## src/rtl/uart_pkg.sv

```systemverilog
// uart_pkg: shared UART state encoding and framing constants
package uart_pkg;
    typedef enum logic [2:0] {IDLE, START, DATA, PARITY, STOP} state_t;
    localparam int DATA_W            = 8;
    localparam int BAUD_DIV_9600_50M = 5208;
    localparam int FRAME_BITS_8N1    = 10;
    localparam int FRAME_BITS_8E1    = 11;
endpackage

```

## src/rtl/uart_baud_gen.sv

```systemverilog
// uart_baud_gen: enable-gated bit-period counter with sync clear and end-of-period ticks
module uart_baud_gen
    import uart_pkg::*;
#(
    parameter int BAUD_DIV = BAUD_DIV_9600_50M
) (
    input  logic clk,
    input  logic rst_n,
    input  logic en,
    input  logic clr,
    output logic tick,
    output logic tick_early
);
    localparam int CW = $clog2(BAUD_DIV);
    logic [CW-1:0] cnt;
    assign tick       = en && cnt == CW'(BAUD_DIV - 1);
    assign tick_early = en && cnt == CW'(BAUD_DIV - 2);
    always_ff @(posedge clk or negedge rst_n)
        if (!rst_n) cnt <= '0;
        else if (clr) cnt <= '0;
        else if (en) cnt <= tick ? '0 : cnt + 1'b1;
endmodule

```

## src/rtl/uart_tx.sv

```systemverilog
// uart_tx: 8N1 UART transmitter with valid/ready byte input and registered outputs
// Define UART_TX_PARITY_EN to insert an even-parity bit between data and stop (8E1).
module uart_tx
    import uart_pkg::*;
#(
    parameter int BAUD_DIV = BAUD_DIV_9600_50M
) (
    input  logic              clk,
    input  logic              rst_n,
    input  logic [DATA_W-1:0] tx_data,
    input  logic              tx_valid,
    output logic              tx_ready,
    output logic              txd,
    output logic              busy
);
    state_t state, state_nx;
    logic [2:0] bit_cnt, bit_cnt_d;
    logic [DATA_W-1:0] shift, shift_d;
    logic txd_d, tick, tick_early, accept, bit_end;

    assign accept  = tx_valid && tx_ready;
    assign bit_end = state == DATA && tick;

`ifdef UART_TX_PARITY_EN
    localparam state_t AFTER_DATA = PARITY;
    logic parity;
    always_ff @(posedge clk or negedge rst_n)
        if (!rst_n) parity <= 1'b0;
        else if (accept) parity <= ^tx_data;
`else
    localparam state_t AFTER_DATA = STOP;
`endif

    uart_baud_gen #(.BAUD_DIV(BAUD_DIV)) u_baud (
        .clk       (clk),
        .rst_n     (rst_n),
        .en        (busy),
        .clr       (!busy),
        .tick      (tick),
        .tick_early(tick_early)
    );

    always_ff @(posedge clk or negedge rst_n)
        if (!rst_n) begin
            state    <= IDLE;
            bit_cnt  <= '0;
            shift    <= '0;
            txd      <= 1'b1;
            tx_ready <= 1'b1;
            busy     <= 1'b0;
        end else begin
            state    <= state_nx;
            bit_cnt  <= bit_cnt_d;
            shift    <= shift_d;
            txd      <= txd_d;
            tx_ready <= state_nx == IDLE;
            busy     <= state_nx != IDLE;
        end

    // STOP hands over one cycle early; that IDLE cycle completes the stop bit,
    // so a byte already waiting is accepted with no gap after the full stop bit.
    always_comb begin
        state_nx = state;
        case (state)
            IDLE:    state_nx = accept ? START : IDLE;
            START:   state_nx = tick ? DATA : START;
            DATA:    state_nx = (tick && bit_cnt == 3'd7) ? AFTER_DATA : DATA;
`ifdef UART_TX_PARITY_EN
            PARITY:  state_nx = tick ? STOP : PARITY;
`endif
            STOP:    state_nx = tick_early ? IDLE : STOP;
            default: state_nx = IDLE;
        endcase
    end

    always_comb begin
        shift_d   = accept ? tx_data : bit_end ? shift >> 1 : shift;
        bit_cnt_d = bit_end ? bit_cnt + 3'd1 : bit_cnt;
`ifdef UART_TX_PARITY_EN
        txd_d = state_nx == START ? 1'b0 : state_nx == DATA ? shift_d[0] :
                state_nx == PARITY ? parity : 1'b1;
`else
        txd_d = state_nx == START ? 1'b0 : state_nx == DATA ? shift_d[0] : 1'b1;
`endif
    end
endmodule
```

## config.mk

```make
export PLATFORM = sky130hd
export DESIGN_NAME = uart_tx
export DESIGN_NICKNAME = d
export VERILOG_FILES = /design/src/rtl/uart_pkg.sv /design/src/rtl/uart_baud_gen.sv /design/src/rtl/uart_tx.sv
export SDC_FILE = /design/constraint.sdc
export NUM_CORES = 1
export LEC_CHECK = 0
export CAP_MARGIN = 0
export CORE_MARGIN = 4
export CORE_UTILIZATION = 59
export DETAILED_ROUTE_END_ITERATION = 10
export MAX_ROUTING_LAYER = met4
export PLACE_DENSITY_LB_ADDON = 0.2
export SYNTH_ARGS = -nofsm -noshare
export SYNTH_HDL_FRONTEND = slang
export SYNTH_SLANG_ARGS = --single-unit
```

## constraint.sdc

```tcl
create_clock -name clk -period 4.25 [get_ports clk]
set_clock_uncertainty 0.05 [all_clocks]
set_input_delay 0.85 -clock clk [delete_from_list [all_inputs] [get_ports clk]]
set_output_delay 0.85 -clock clk [all_outputs]
set_load 0.02 [all_outputs]
```

# Word-level counts from Yosys, hierarchy flattened
# Index checks and enable logic that the tools add are counted.
totals:
  register_bits: 30
  latch_bits: 0
  ramBits: 0
  mem_bits_ro: 0
  input_bits: 11
  output_inout_bits: 3
  elab_cells: 38
  n_memories: 0
op_classes:
  add_sub_neg: 2
  multipliers: 0
  div_mod_pow: 0
  order_cmp: 0
  eq_ne: 8
  n_shift: 0
  muxes: 11
  n_bitwise: 0
  n_reduce_logical: 9
op_table:
  columns: ["cell", "count"]
  rows:
  - ["equality test 13 bit, second input constant", 2]
  - ["2-to-1 mux 13 bit", 2]
  - ["2-to-1 mux 8 bit", 2]
  - ["adder 13 x 1 -> 13 bit, second input constant", 1]
  - ["case mux 3 bit (4 select lines)", 1]
  - ["equality test 3 x 1 -> 1 bit, second input constant", 2]
  - ["equality test 3 x 2 -> 1 bit, second input constant", 2]
  - ["equality test 3 bit, second input constant", 2]
  - ["zero test 3 bit", 2]
  - ["2-to-1 mux 3 bit", 2]
  - ["logical AND 1 bit", 5]
  - ["adder 3 x 1 -> 3 bit, second input constant", 1]
  - ["2-to-1 mux 1 bit", 3]
  - ["nonzero test 3 bit", 1]
  - ["2-to-1 mux 2 bit", 1]
  - ["nonzero test 2 bit", 1]

# Depth between registers and ports, before layout
# Gate-level depths: netlist of the first run.
depth:
  depth_word: 8
  ltp_mapped: 6

# Cells and area by module
# From an unflattened synthesis of the first run, not the netlist that was laid out.
unflattened:
  hier_cells: 147
  hier_area_um2: 1532.7
modules_own_cells:
  columns: ["mod", "n_inst", "cells_each", "area_per_inst_um2", "seq_area_each_um2"]
  rows:
  - ["uart_tx", 1, 66, 777.0, 427.9]
  - ["uart_baud_gen", 1, 81, 755.7, 325.3]

# Worst setup path after synthesis of the first run
# Ideal clock, no wire load.
synth_timing:
  path_type: "in2reg"
  start: "input port tx_valid"
  end: "register txd"
  t_arrival_ns: 1.504
  required_time_ns: 4.112
  slack_ns: 2.608
  stages: 4
  n_path_buf: 0
  path_cell_list: "nand2_1 -> or2_2 -> a21boi_0 -> a21oi_1"
synth_via:
  elab_chain_cells: 6
  word_cells_on_any_way: 8
  classes_between: "eq/ne (2); mux (5); reduce/logical (1)"
synth_lines:
  columns: ["element", "line", "rtl"]
  rows:
  - ["start: declaration", "uart_tx.sv:11", "input logic tx_valid,"]
  - ["logical AND 1 bit *", "uart_tx.sv:21", "assign accept = tx_valid && tx_ready;"]
  - ["2-to-1 mux 1 bit *", "uart_tx.sv:65", "IDLE: state_nx = accept ? START : IDLE;"]
  - ["case mux 3 bit (4 select lines) *", "uart_tx.sv:64", "case (state)"]
  - ["net state_nx[0]", "uart_tx.sv:16", "state_t state, state_nx;"]
  - ["equality test 3 x 2 -> 1 bit", "uart_tx.sv:83", "txd_d = state_nx == START ? 1'b0 : state_nx == DATA ? shift_d[0] : 1'b1;"]
  - ["2-to-1 mux 1 bit", "uart_tx.sv:83", null]
  - ["2-to-1 mux 1 bit *", "uart_tx.sv:83", null]
  - ["net txd_d", "uart_tx.sv:19", "logic txd_d, tick, tick_early, accept, bit_end;"]
  - ["end signal: assignment", "uart_tx.sv:55", "txd <= txd_d;"]
  - ["end: declaration", "uart_tx.sv:13", "output logic txd,"]
# Mark *: on every way through the listed nets, which the timed path passes. The rest lies on a longest branch.
# A chain may end at the register's enable or synchronous reset.

# Final worst setup path of the first run
layout_timing:
  start: "register tx_ready"
  end: "output port tx_ready"
layout_rtl:
  columns: ["element", "line", "rtl"]
  rows:
  - ["start: declaration", "uart_tx.sv:12", "output logic tx_ready,"]
  - ["start signal: assignment", "uart_tx.sv:49", "tx_ready <= 1'b1;"]
  - ["start signal: assignment", "uart_tx.sv:56", "tx_ready <= state_nx == IDLE;"]
# No word-level cell between the ends.

==> impl_metrics.sql, run 1 <==
INSERT INTO impl_metrics (metric_group, metric, value, unit) VALUES
('run_status', 'outcome', 'complete, no violations', ''),
('power_and_ir_drop', 'vdd_ir_max', '0.0004007', 'V'),
('logic_synthesis', 'yosysSeqAreaShare', '52.53', '%'),
('layout', 'multiInputGateArea', '645.6', 'um^2'),
('worst_setup_path', 'crit_path_cell_trace', 'clkdlybuf4s50_1', ''),
('drt', 'first_pass_iters', '4', ''),
('floorplanning', 'core.rowCount', '17', ''),
('worst_setup_path', 'critical_path_class', 'reg2out', ''),
('worst_setup_path', 'crit-reg2reg-capture', 'txd$_DFF_PN1_', ''),
('logic_synthesis', 'syn-mean-instance-area', '10.47', 'um^2'),
('layout', 'syn_to_final_growth', '16.67', '%'),
('clock_network', 'cts_root_buffer', 'sky130_fd_sc_hd__clkbuf_4', ''),
('clock_network', 'cts.htree.levels', '2', ''),
('timing', 'timing.final.hold_violations', '0', ''),
('timing', 'max_slew_margin', '65.98', '%'),
('grt', 'grt_overflow_total', '0', ''),
('timing', 'timing.final.ws_setup', '1.853', 'ns'),
('floorplanning', 'initial_utilization', '63.60', '%'),
('clock_network', 'post_cts_buffers', '0', ''),
('layout', 'nFillCells', '166', ''),
('timing', 'timing.final.setup_violations', '0', ''),
('place', 'detailedPlacementHpwl', '1869', 'um'),
('logic_synthesis', 'synth_top_flop_cell', 'sky130_fd_sc_hd__dfrtp_1', ''),
('worst_setup_path', 'critical_path.reg2reg.startpoint', 'u_baud.cnt[9]$_DFF_PN0_', ''),
('clock_network', 'cts_hold_repair.buffers', '0', ''),
('drt', 'initialDrtViolationCount', '33', ''),
('drt', 'ant_nets', '0', ''),
('clock_network', 'post_cts.resized_instances', '0', ''),
('drt', 'drc_errors', '0', ''),
('worst_hold_path', 'worstHoldEndpoint', 'bit_cnt[0]$_DFFE_PN0N_', ''),
('worst_setup_path', 'crit_start', 'tx_ready$_DFF_PN1_', ''),
('worst_setup_path', 'critPathMaxFanout', '4', ''),
('layout', 'final_layout_size_suffix_gt1_share', '11.46', '%'),
('clock_network', 'clock_tree.buffer_depth', '2', ''),
('logic_synthesis', 'synthDistinctLibCells', '35', ''),
('worst_setup_path', 'setup.worst_path.end_class', 'output pin', ''),
('floorplanning', 'dieArea', '0.003283', 'mm^2'),
('worst_setup_path', 'critPathRequiredTime', '3.35', 'ns'),
('place', 'port_buffers', '13', ''),
('power_and_ir_drop', 'power', '0.7788', 'mW'),
('logic_synthesis', 'synthesis.area', '0.001434', 'mm^2'),
('power_and_ir_drop', 'power_density', '465.6', 'mW/mm^2'),
('timing', 'finalMaxSlewViolations', '0', ''),
('timing', 'timing_worst_slew_pin_value', '0.5091', 'ns'),
('place', 'dpl_worst_slack', '1.711', 'ns'),
('drt', 'post_drt_wl_per_cell', '14.26', 'um'),
('floorplanning', 'floorplan.io_pins', '14', ''),
('worst_setup_path', 'worstRegToRegCells', '5', ''),
('logic_synthesis', 'synthArstFlopShare', '100.0', '%'),
('drt', 'post_drt_via_cell_ratio', '5.870', ''),
('logic_synthesis', 'synth-edff-count', '0', ''),
('logic_synthesis', 'synthesis.yosys.warnings', '0', ''),
('floorplanning', 'placeableCoreArea', '0.002255', 'mm^2'),
('worst_setup_path', 'r2r_slack', '2.18', 'ns'),
('worst_setup_path', 'arrival', '1.50', 'ns'),
('layout', 'regArea', '753.2', 'um^2'),
('worst_setup_path', 'critPathTopFamily', 'buffers and inverters', ''),
('grt', 'grt_antenna_before_repair', '0', ''),
('flow_run', 'maxCapViolCount', '0', ''),
('worst_hold_path', 'min-delay-start', 'bit_cnt[0]$_DFFE_PN0N_', ''),
('timing', 'rsz_0062_raised_after_global_routing', 'false', ''),
('floorplanning', 'dieHeight', '57.30', 'um'),
('clock_network', 'cts_buffers', '5', ''),
('worst_setup_path', 'crit_path_top_delay_cell', 'sky130_fd_sc_hd__clkdlybuf4s50_1', ''),
('logic_synthesis', 'synthesis.instances', '137', ''),
('grt', 'grt_max_degree', '31', ''),
('timing', 'setup-tns-final', '0', 'ns'),
('worst_setup_path', 'cp-start-kind', 'register', ''),
('worst_setup_path', 'slowest_cell_delay_on_critical_path', '0.61', 'ns'),
('clock_network', 'cts_tree', 'built', ''),
('worst_setup_path', 'worst_path_buf_inv', '1', '');
[cells in the final DEF, fill, tap and decap left out, drive strengths merged, types with 2 or more instances in the layout]
cell type      netlist  routed
and3                 5       5
nand2                7       7
ha                   4       4
inv                  4       4
nor2                18      18
xor2                 7       7
buf                  2       2
nand4                2       2
or3                  4       4
clkbuf               1       8
dfstp                2       2
clkdlybuf4s50        0      13
mux2i                6       6
nand3                9       9
a21oi               12      12
o21ai                7       7
mux2                 2       2
and2                 2       2
dfrtp               28      28
[sequential cells by signal (all words and copies together), names as in the netlist]
name / count
tx_ready: 1
bit_cnt: 3
state: 3
txd: 1
shift: 8
busy: 1
u_baud.cnt: 13
[routing by layer]
metal,track usage (%),wire [um],vias up,share of wire (%)
met5,-,0,-,0
met4,6.291,35,0,1.3
met3,8.145,117,4,4.4
met2,29.53,1332,22,50
met1,22.69,1152,529,44
li1,-,-,531,-
[layout make-up]
class                           instances  share of cell area, %
Timing Repair Buffer                   15                  8.676
Clock buffer                            8                  4.712
Tap cell                               28                  2.094
Multi-Input combinational cell        100                  38.59
Sequential cell                        30                  45.03
Inverter                                4                 0.8975
[synthesized netlist by cell type, types with 4 or more instances]
| cell type | count | share of area (%) |
|---|---|---|
| sky130_fd_sc_hd__nor2_1 | 18 | 4.7 |
| sky130_fd_sc_hd__nand2_1 | 7 | 1.8 |
| sky130_fd_sc_hd__ha_1 | 4 | 3.5 |
| sky130_fd_sc_hd__and3_1 | 5 | 2.2 |
| sky130_fd_sc_hd__mux2i_1 | 6 | 4.2 |
| sky130_fd_sc_hd__inv_1 | 4 | 1.0 |
| sky130_fd_sc_hd__nand3_1 | 8 | 2.8 |
| sky130_fd_sc_hd__xor2_1 | 7 | 4.3 |
| sky130_fd_sc_hd__o21ai_0 | 7 | 2.4 |
| sky130_fd_sc_hd__dfrtp_1 | 28 | 49 |
| sky130_fd_sc_hd__a21oi_1 | 12 | 4.2 |
| sky130_fd_sc_hd__or3_1 | 4 | 1.7 |
[where the power goes]
part / total [mW] / switching [mW] / leakage (nW) / internal, mW
sequential: 0.414 / 0.0588 / 0.375 / 0.355
combinational: 0.155 / 0.0768 / 0.368 / 0.0780
clock: 0.210 / 0.0970 / 0.0446 / 0.113
[kinds of logic (layout without fill, tap and decap cells)]
group,count (synthesis),count (layout),share of synthesized area (%)
flip-flops,30,30,52.53
adder cells (fa/ha/maj),4,4,3.491
multiplexers,8,8,5.759
buffers and inverters,7,27,2.442
AND/OR/NAND/NOR,55,55,20.77
AO/OA/AOI/OAI,25,25,10.12
XOR/XNOR,8,8,4.887
[metrics by stage]
stage          std cells  utilization [%]  instance area [um^2]
2_1_floorplan        137                -                  1434
3_3_place_gp         177            70.70                  1594
3_5_place_dp         177            70.70                  1594
4_1_cts              185            74.20                  1673
5_1_grt              185            74.20                  1673
6_report             185            74.20                  1673
[worst max path at each step]
stage                         end  slack (ns)  cells past startpoint
3_5_place_dp   shift[0]$_DFF_PN0_        1.71                      6
3_3_place_gp        txd$_DFF_PN1_        1.84                      6
2_1_floorplan       txd$_DFF_PN1_        2.61                      4
6_report                 tx_ready        1.85                      1
4_1_cts                  tx_ready        1.83                      1
5_1_grt                  tx_ready        1.78                      1
Power figures use the tool's default switching activity.
==> run 2, diff against run 1 <==
- CORE_UTILIZATION: 59 -> 55
- clock period: 4.25 -> 2.4 ns (I/O delays scaled with it)
==> run 2 against run 1 <==
Compared with the run above: die area grew 6.2%; final cell count is 1.6% higher; hold slack better by 0.010 ns; routed wire length decreased by 5.5%; via count shrank 2.3%; critical endpoint unchanged; sequential power is 75% higher; clock power is 77% higher; largest cell class unchanged; first-iteration DRC count shrank 15%; register-to-register slack got worse by 1.8 ns.
==> impl_metrics.sql, run 2 (synthesis gave the netlist of run 1 again) <==
INSERT INTO impl_metrics (metric_group, metric, value, unit) VALUES
('worst_setup_path', 'worstRegToRegCells', '5', ''),
('worst_setup_path', 'critical_path_class', 'reg2out', ''),
('worst_setup_path', 'cp-start-kind', 'register', ''),
('layout', 'multiInputGateArea', '645.6', 'um^2'),
('worst_setup_path', 'critPathTopFamily', 'buffers and inverters', ''),
('drt', 'initialDrtViolationCount', '28', ''),
('layout', 'largest-register', 'u_baud.cnt', ''),
('worst_setup_path', 'crit-reg2reg-capture', 'txd$_DFF_PN1_', ''),
('power_and_ir_drop', 'vdd_ir_max', '0.0005867', 'V'),
('timing', 'timing.final.hold_violations', '0', ''),
('worst_setup_path', 'r2r_slack', '0.42', 'ns'),
('clock_network', 'post_cts_buffers', '0', ''),
('worst_setup_path', 'crit_path_cell_trace', 'clkdlybuf4s50_1', ''),
('worst_setup_path', 'arrival', '1.49', 'ns'),
('clock_network', 'clock_transition_at_the_register_clock_pins_on_the_worst_setup_and_hold_paths_after_cts', '0.10', 'ns'),
('worst_setup_path', 'setup.worst_path.end_class', 'output pin', ''),
('worst_setup_path', 'worst_path_buf_inv', '1', ''),
('layout', 'regArea', '753.2', 'um^2'),
('drt', 'routed-via-count', '1061', ''),
('clock_network', 'post_cts.resized_instances', '0', ''),
('worst_hold_path', 'worstHoldEndpoint', 'bit_cnt[0]$_DFFE_PN0N_', ''),
('layout', 'reg_top3', 'u_baud.cnt x13, shift x8', ''),
('clock_network', 'cts.htree.levels', '2', ''),
('floorplanning', 'initial_utilization', '57.88', '%'),
('layout', 'diodes', '0', ''),
('timing', 'setup-tns-final', '0', 'ns'),
('clock_network', 'clock_tree.buffer_depth', '2', ''),
('layout', 'final_layout_size_suffix_gt1_share', '12.03', '%'),
('power_and_ir_drop', 'power_density', '814.9', 'mW/mm^2'),
('timing', 'timing_worst_slew_pin_value', '0.4615', 'ns'),
('timing', 'layout_worst_path_cycle_share', '84.07', '%'),
('clock_network', 'cts_buffers', '5', ''),
('floorplanning', 'dieArea', '0.003488', 'mm^2'),
('drt', 'drc_errors', '0', ''),
('clock_network', 'cts_hold_repair.buffers', '0', ''),
('place', 'place.gp.congestion', '0.7312', ''),
('timing', 'timing.final.setup_violations', '0', ''),
('floorplanning', 'die_width', '59.06', 'um'),
('floorplanning', 'dieHeight', '59.06', 'um'),
('power_and_ir_drop', 'static-leakage-power', '0.7917', 'nW'),
('flow_run', 'maxCapViolCount', '0', ''),
('clock_network', 'insertion_delay_of_the_later_clocked_pin_in_the_worst_skew_pair', '0.32', 'ns'),
('worst_setup_path', 'critPathRequiredTime', '1.87', 'ns'),
('timing', 'finalMaxSlewViolations', '0', ''),
('layout', 'instances_no_fill', '188', ''),
('layout', 'design.final.nets', '172', ''),
('layout', 'mostFrequentLayoutCell', 'sky130_fd_sc_hd__dfrtp_1', ''),
('floorplanning', 'floorplan.io_pins', '14', ''),
('place', 'port_buffers', '13', ''),
('timing', 'period_needed', '2.018', 'ns'),
('grt', 'grt_overflow_total', '0', ''),
('drt', 'ant_nets', '0', ''),
('clock_network', 'cts_tree', 'built', ''),
('worst_hold_path', 'min-delay-start', 'bit_cnt[0]$_DFFE_PN0N_', ''),
('power_and_ir_drop', 'power', '1.371', 'mW'),
('drt', 'post_drt_via_cell_ratio', '5.644', ''),
('drt', 'first_pass_iters', '4', ''),
('clock_network', 'cts_root_buffer', 'sky130_fd_sc_hd__clkbuf_4', ''),
('worst_hold_path', 'holdCritPathClass', 'reg2reg', ''),
('layout', 'post-route-util', '67.93', '%'),
('timing', 'rsz_0062_raised_after_global_routing', 'false', ''),
('layout', 'syn_to_final_growth', '17.36', '%'),
('place', 'place.detailed.instances', '180', ''),
('layout', 'nFillCells', '194', ''),
('timing', 'max_slew_margin', '69.16', '%'),
('grt', 'number_of_global_route_vias_before_repair', '1059', ''),
('run_status', 'outcome', 'complete, no violations', ''),
('layout', 'largest_register_ff_count', '13', ''),
('place', 'detailedPlacementHpwl', '1803', 'um'),
('grt', 'grt_antenna_before_repair', '0', ''),
('worst_hold_path', 'whs_path_cells', '1', ''),
('drt', 'wl', '2492', 'um'),
('worst_setup_path', 'critPathMaxFanout', '4', ''),
('grt', 'grt_max_degree', '31', ''),
('timing', 'timing.fmax', '0.4956', 'GHz'),
('worst_setup_path', 'slowest_cell_delay_on_critical_path', '0.61', 'ns'),
('grt', 'gr-usage-all-layers', '17.79', '%'),
('grt', 'wire_length_of_the_first_global_routing_pass', '4491', 'um'),
('floorplanning', 'placeableCoreArea', '0.002477', 'mm^2'),
('clock_network', 'clkSinkCount', '30', ''),
('worst_setup_path', 'critical_path.reg2reg.startpoint', 'u_baud.cnt[5]$_DFF_PN0_', ''),
('layout', 'mostFrequentLayoutCells', 'sky130_fd_sc_hd__dfrtp_1 (28), sky130_fd_sc_hd__nor2_1 (18), sky130_fd_sc_hd__clkdlybuf4s50_1 (13)', ''),
('floorplanning', 'core.rowCount', '18', ''),
('worst_setup_path', 'crit_path_top_delay_cell', 'sky130_fd_sc_hd__clkdlybuf4s50_1', ''),
('drt', 'post_drt_wl_per_cell', '13.26', 'um');
[run 2: cell count changes in the layout (fill, tap and decap cells not counted)]
cell	before	now
sky130_fd_sc_hd__buf_4	2	3
[run 2: worst max-delay path by stage]
| stage | start | end | slack, ns | cells past startpoint |
|---|---|---|---|---|
| floorplan | u_baud.cnt[5]$_DFF_PN0_ | bit_cnt[1]$_DFFE_PN0N_ | 0.77 | 5 |
| global placement | u_baud.cnt[5]$_DFF_PN0_ | txd$_DFF_PN1_ | 0.48 | 5 |
| detailed placement | u_baud.cnt[5]$_DFF_PN0_ | shift[0]$_DFF_PN0_ | 0.43 | 5 |
| CTS | tx_ready$_DFF_PN1_ | tx_ready | 0.36 | 1 |
| global route | u_baud.cnt[5]$_DFF_PN0_ | shift[0]$_DFF_PN0_ | 0.25 | 5 |
| finish | tx_ready$_DFF_PN1_ | tx_ready | 0.38 | 1 |
[run 2: per-layer routing]
metal	up-vias	global-route usage (%)	part of all wire [%]	wire length, um
met2	22	26.66	46	1139
met1	508	21.91	48	1203
met4	0	8.414	1.7	42
met5	-	-	0	0
li1	525	-	-	-
met3	6	5.447	4.3	106
[run 2: cell type report]
class / count / area share (%)
Clock buffer: 8 / 4.684
Multi-Input combinational cell: 100 / 38.36
Inverter: 4 / 0.8922
Tap cell: 30 / 2.230
Timing Repair Buffer: 16 / 9.071
Sequential cell: 30 / 44.76
[run 2: report_power, final]
group	switching [mW]	internal, mW	total [mW]
Clock	0.171	0.200	0.371
Combinational	0.133	0.141	0.274
Sequential	0.0971	0.629	0.726
[run 2: stage by stage]
stage / cell area (um^2) / worst slack (ns) / hold slack (ns)
floorplan: 1434 / 0.7738 / 0.1344
global placement: 1604 / 0.4817 / 0.4162
detailed placement: 1604 / 0.4274 / 0.4268
CTS: 1683 / 0.3603 / 0.4490
global route: 1683 / 0.2468 / 0.4687
finish: 1683 / 0.3823 / 0.4504
==> run 3, diff against run 2 <==
- CORE_UTILIZATION: 55 -> 50
- clock period: 2.4 -> 1.85 ns (I/O delays scaled with it)
==> run 3 against run 2 <==
Compared with the run above: hold slack got worse by 0.083 ns; routed wire length is 6.4% higher; count of clock-buffer cells in the layout fell by 1; worst setup slack lost 0.24 ns; critical path depth is 4 higher; first-iteration DRC count is 32% higher; cell area rose by 1.6%; via count hardly changed; sequential power grew 30%; sequential cell count stayed put.
==> impl_metrics.sql, run 3 (synthesis gave the netlist of run 1 again) <==
INSERT INTO impl_metrics (metric_group, metric, value, unit) VALUES
('drt', 'first_pass_iters', '4', ''),
('power_and_ir_drop', 'vdd_ir_max', '0.0009461', 'V'),
('layout', 'largest-register', 'u_baud.cnt', ''),
('worst_setup_path', 'cp-start-kind', 'register', ''),
('place', 'place.gp.congestion', '0.7630', ''),
('power_and_ir_drop', 'netSwitchingPower', '0.5181', 'mW'),
('drt', 'routedLengthMet1', '1303', 'um'),
('clock_network', 'clock_transition_at_the_register_clock_pins_on_the_worst_setup_and_hold_paths_after_cts', '0.11', 'ns'),
('timing', 'timing.final.setup_violations', '0', ''),
('floorplanning', 'floorplan.io_pins', '14', ''),
('grt', 'grt_overflow_total', '0', ''),
('worst_setup_path', 'critical_path_class', 'reg2reg', ''),
('power_and_ir_drop', 'p_int', '1.176', 'mW'),
('power_and_ir_drop', 'combPwrFrac', '20.6', '%'),
('drt', 'routed.top_layer', 'met3', ''),
('timing', 'max_slew_margin', '74.86', '%'),
('timing', 'worst_hold_slack', '0.3670', 'ns'),
('worst_setup_path', 'worstRegToRegCells', '5', ''),
('place', 'port_buffers', '13', ''),
('grt', 'gr-usage-all-layers', '17.51', '%'),
('layout', 'mostFrequentLayoutCells', 'sky130_fd_sc_hd__dfrtp_1 (28), sky130_fd_sc_hd__nor2_1 (18), sky130_fd_sc_hd__a21oi_1 (12)', ''),
('drt', 'initialDrtViolationCount', '37', ''),
('power_and_ir_drop', 'power_density', '991.2', 'mW/mm^2'),
('power_and_ir_drop', 'static-leakage-power', '0.8146', 'nW'),
('floorplanning', 'initial_utilization', '52.00', '%'),
('timing', 'finalMaxSlewViolations', '0', ''),
('worst_setup_path', 'arrival', '1.87', 'ns'),
('timing', 'timing.final.hold_violations', '0', ''),
('worst_setup_path', 'critPathMaxFanout', '4', ''),
('grt', 'grt_max_degree', '31', ''),
('layout', 'mostFrequentLayoutCell', 'sky130_fd_sc_hd__dfrtp_1', ''),
('floorplanning', 'placeableCoreArea', '0.002758', 'mm^2'),
('layout', 'diodes', '0', ''),
('floorplanning', 'core.rowCount', '19', ''),
('clock_network', 'insertion_delay_of_the_later_clocked_pin_in_the_worst_skew_pair', '0.33', 'ns'),
('timing', 'period_needed', '1.705', 'ns'),
('grt', 'number_of_global_route_vias_before_repair', '1071', ''),
('layout', 'syn_to_final_growth', '19.20', '%'),
('flow_run', 'maxCapViolCount', '0', ''),
('clock_network', 'cts.htree.levels', '2', ''),
('floorplanning', 'die_width', '61.55', 'um'),
('drt', 'routed-via-count', '1060', ''),
('timing', 'setup-tns-final', '0', 'ns'),
('drt', 'ant_nets', '0', ''),
('timing', 'rsz_0062_raised_after_global_routing', 'false', ''),
('worst_setup_path', 'critical_path.reg2reg.startpoint', 'u_baud.cnt[7]$_DFF_PN0_', ''),
('worst_hold_path', 'holdCritPathClass', 'in2async', ''),
('layout', 'largest_register_ff_count', '13', ''),
('drt', 'met3WireLength', '106', 'um'),
('timing', 'timing_worst_slew_pin_value', '0.3772', 'ns'),
('drt', 'met2_length', '1241', 'um'),
('clock_network', 'clock_tree.buffer_depth', '2', ''),
('grt', 'grt_antenna_before_repair', '0', ''),
('clock_network', 'cts_buffers', '5', ''),
('clock_network', 'cts_tree', 'built', ''),
('layout', 'final_layout_size_suffix_gt1_share', '14.20', '%'),
('floorplanning', 'dieHeight', '61.55', 'um'),
('timing', 'layout_worst_path_cycle_share', '92.15', '%'),
('clock_network', 'cts_root_buffer', 'sky130_fd_sc_hd__clkbuf_4', ''),
('drt', 'post_drt_via_cell_ratio', '5.492', ''),
('drt', 'post_drt_wl_per_cell', '13.74', 'um'),
('grt', 'wire_length_of_the_first_global_routing_pass', '4726', 'um'),
('power_and_ir_drop', 'clock_power_share', '23.7', '%'),
('layout', 'reg_top3', 'u_baud.cnt x13, shift x8', ''),
('worst_setup_path', 'critPathRequiredTime', '2.02', 'ns'),
('clock_network', 'clkSinkCount', '30', ''),
('power_and_ir_drop', 'p_sw_share', '30.58', '%'),
('worst_setup_path', 'r2r_slack', '0.15', 'ns'),
('drt', 'drc_errors', '0', ''),
('layout', 'design.final.nets', '176', ''),
('timing', 'timing.fmax', '0.5866', 'GHz'),
('drt', 'wl', '2651', 'um'),
('worst_setup_path', 'crit-reg2reg-capture', 'shift[0]$_DFF_PN0_', ''),
('place', 'detailedPlacementHpwl', '1923', 'um'),
('floorplanning', 'dieArea', '0.003788', 'mm^2'),
('power_and_ir_drop', 'p_seq_share', '55.7', '%'),
('worst_setup_path', 'setup.worst_path.end_class', 'register', ''),
('run_status', 'outcome', 'complete, no violations', ''),
('clock_network', 'cts_hold_repair.buffers', '0', '');
[run 3: cell count changes in the layout (fill, tap and decap cells not counted)]
| cell | delta |
|---|---|
| sky130_fd_sc_hd__and4b_1 | -1 |
| sky130_fd_sc_hd__and4b_2 | +1 |
| sky130_fd_sc_hd__buf_4 | +3 |
| sky130_fd_sc_hd__buf_6 | +1 |
| sky130_fd_sc_hd__clkbuf_1 | +1 |
| sky130_fd_sc_hd__clkbuf_8 | -2 |
| sky130_fd_sc_hd__clkdlybuf4s50_1 | -3 |
| sky130_fd_sc_hd__clkinv_2 | +1 |
| sky130_fd_sc_hd__dlygate4sd2_1 | +2 |
| sky130_fd_sc_hd__dlymetal6s2s_1 | +1 |
| sky130_fd_sc_hd__nor4b_2 | -1 |
| sky130_fd_sc_hd__nor4b_4 | +1 |
[run 3: metrics by stage]
step                util (%)  worst slack (ns)  area [um^2]  total power, mW  instances
floorplan                  -            0.2238         1434            1.165        137
global placement       59.30            0.1174         1635            1.298        185
detailed placement     59.30            0.1164         1635            1.314        185
CTS                    61.39           0.01332         1693            1.724        193
global route           61.98          0.004246         1709            1.826        193
finish                 61.98            0.1453         1709            1.694        193
[run 3: worst max path at each step]
stage | slack [ns] | startpoint | end
2_1_floorplan | 0.22 | u_baud.cnt[5]$_DFF_PN0_ | bit_cnt[1]$_DFFE_PN0N_
3_3_place_gp | 0.12 | tx_valid | txd$_DFF_PN1_
3_5_place_dp | 0.12 | u_baud.cnt[7]$_DFF_PN0_ | shift[3]$_DFFE_PN0P_
4_1_cts | 0.01 | busy$_DFF_PN0_ | busy
5_1_grt | 0.004 | u_baud.cnt[7]$_DFF_PN0_ | shift[0]$_DFF_PN0_
6_report | 0.15 | u_baud.cnt[7]$_DFF_PN0_ | shift[0]$_DFF_PN0_
[run 3: layer usage]
layer,up-vias,GRT usage (%)
met5,-,-
li1,533,-
met4,0,4.545
met1,507,22.19
met3,0,5.660
met2,20,27.06
[run 3: what timing repair did]
action / in CTS / in global routing
pin swaps: 0 / 0
gates resized for setup: 2 / 4
setup buffers: 0 / 0
setup endpoints to repair: 2 / 8
[run 3: critical path: stages (launching register included)]
cell                       delay [ns]
sky130_fd_sc_hd__dfrtp_1         0.40
sky130_fd_sc_hd__and4bb_2        0.33
sky130_fd_sc_hd__and4b_2         0.27
sky130_fd_sc_hd__nand3_2         0.14
sky130_fd_sc_hd__a311oi_1        0.36
sky130_fd_sc_hd__inv_1           0.07
[run 3: area by class of cell]
class	instances	area (um^2)
Timing Repair Buffer	20	186.4
Sequential cell	30	753.2
Fill cell	232	1049
Clock buffer	7	55.05
Tap cell	31	38.79
Inverter	4	15.01
Multi-Input combinational cell	100	655.6
Clock inverter	1	5.005
[run 3: power by group through the flow]
stage | Combinational [mW] | Sequential (mW) | Clock (mW)
finish | 0.350 | 0.943 | 0.401
CTS | 0.356 | 0.944 | 0.423
global placement | 0.348 | 0.950 | 0
global route | 0.399 | 0.969 | 0.458
floorplan | 0.229 | 0.936 | 0
detailed placement | 0.359 | 0.956 | 0
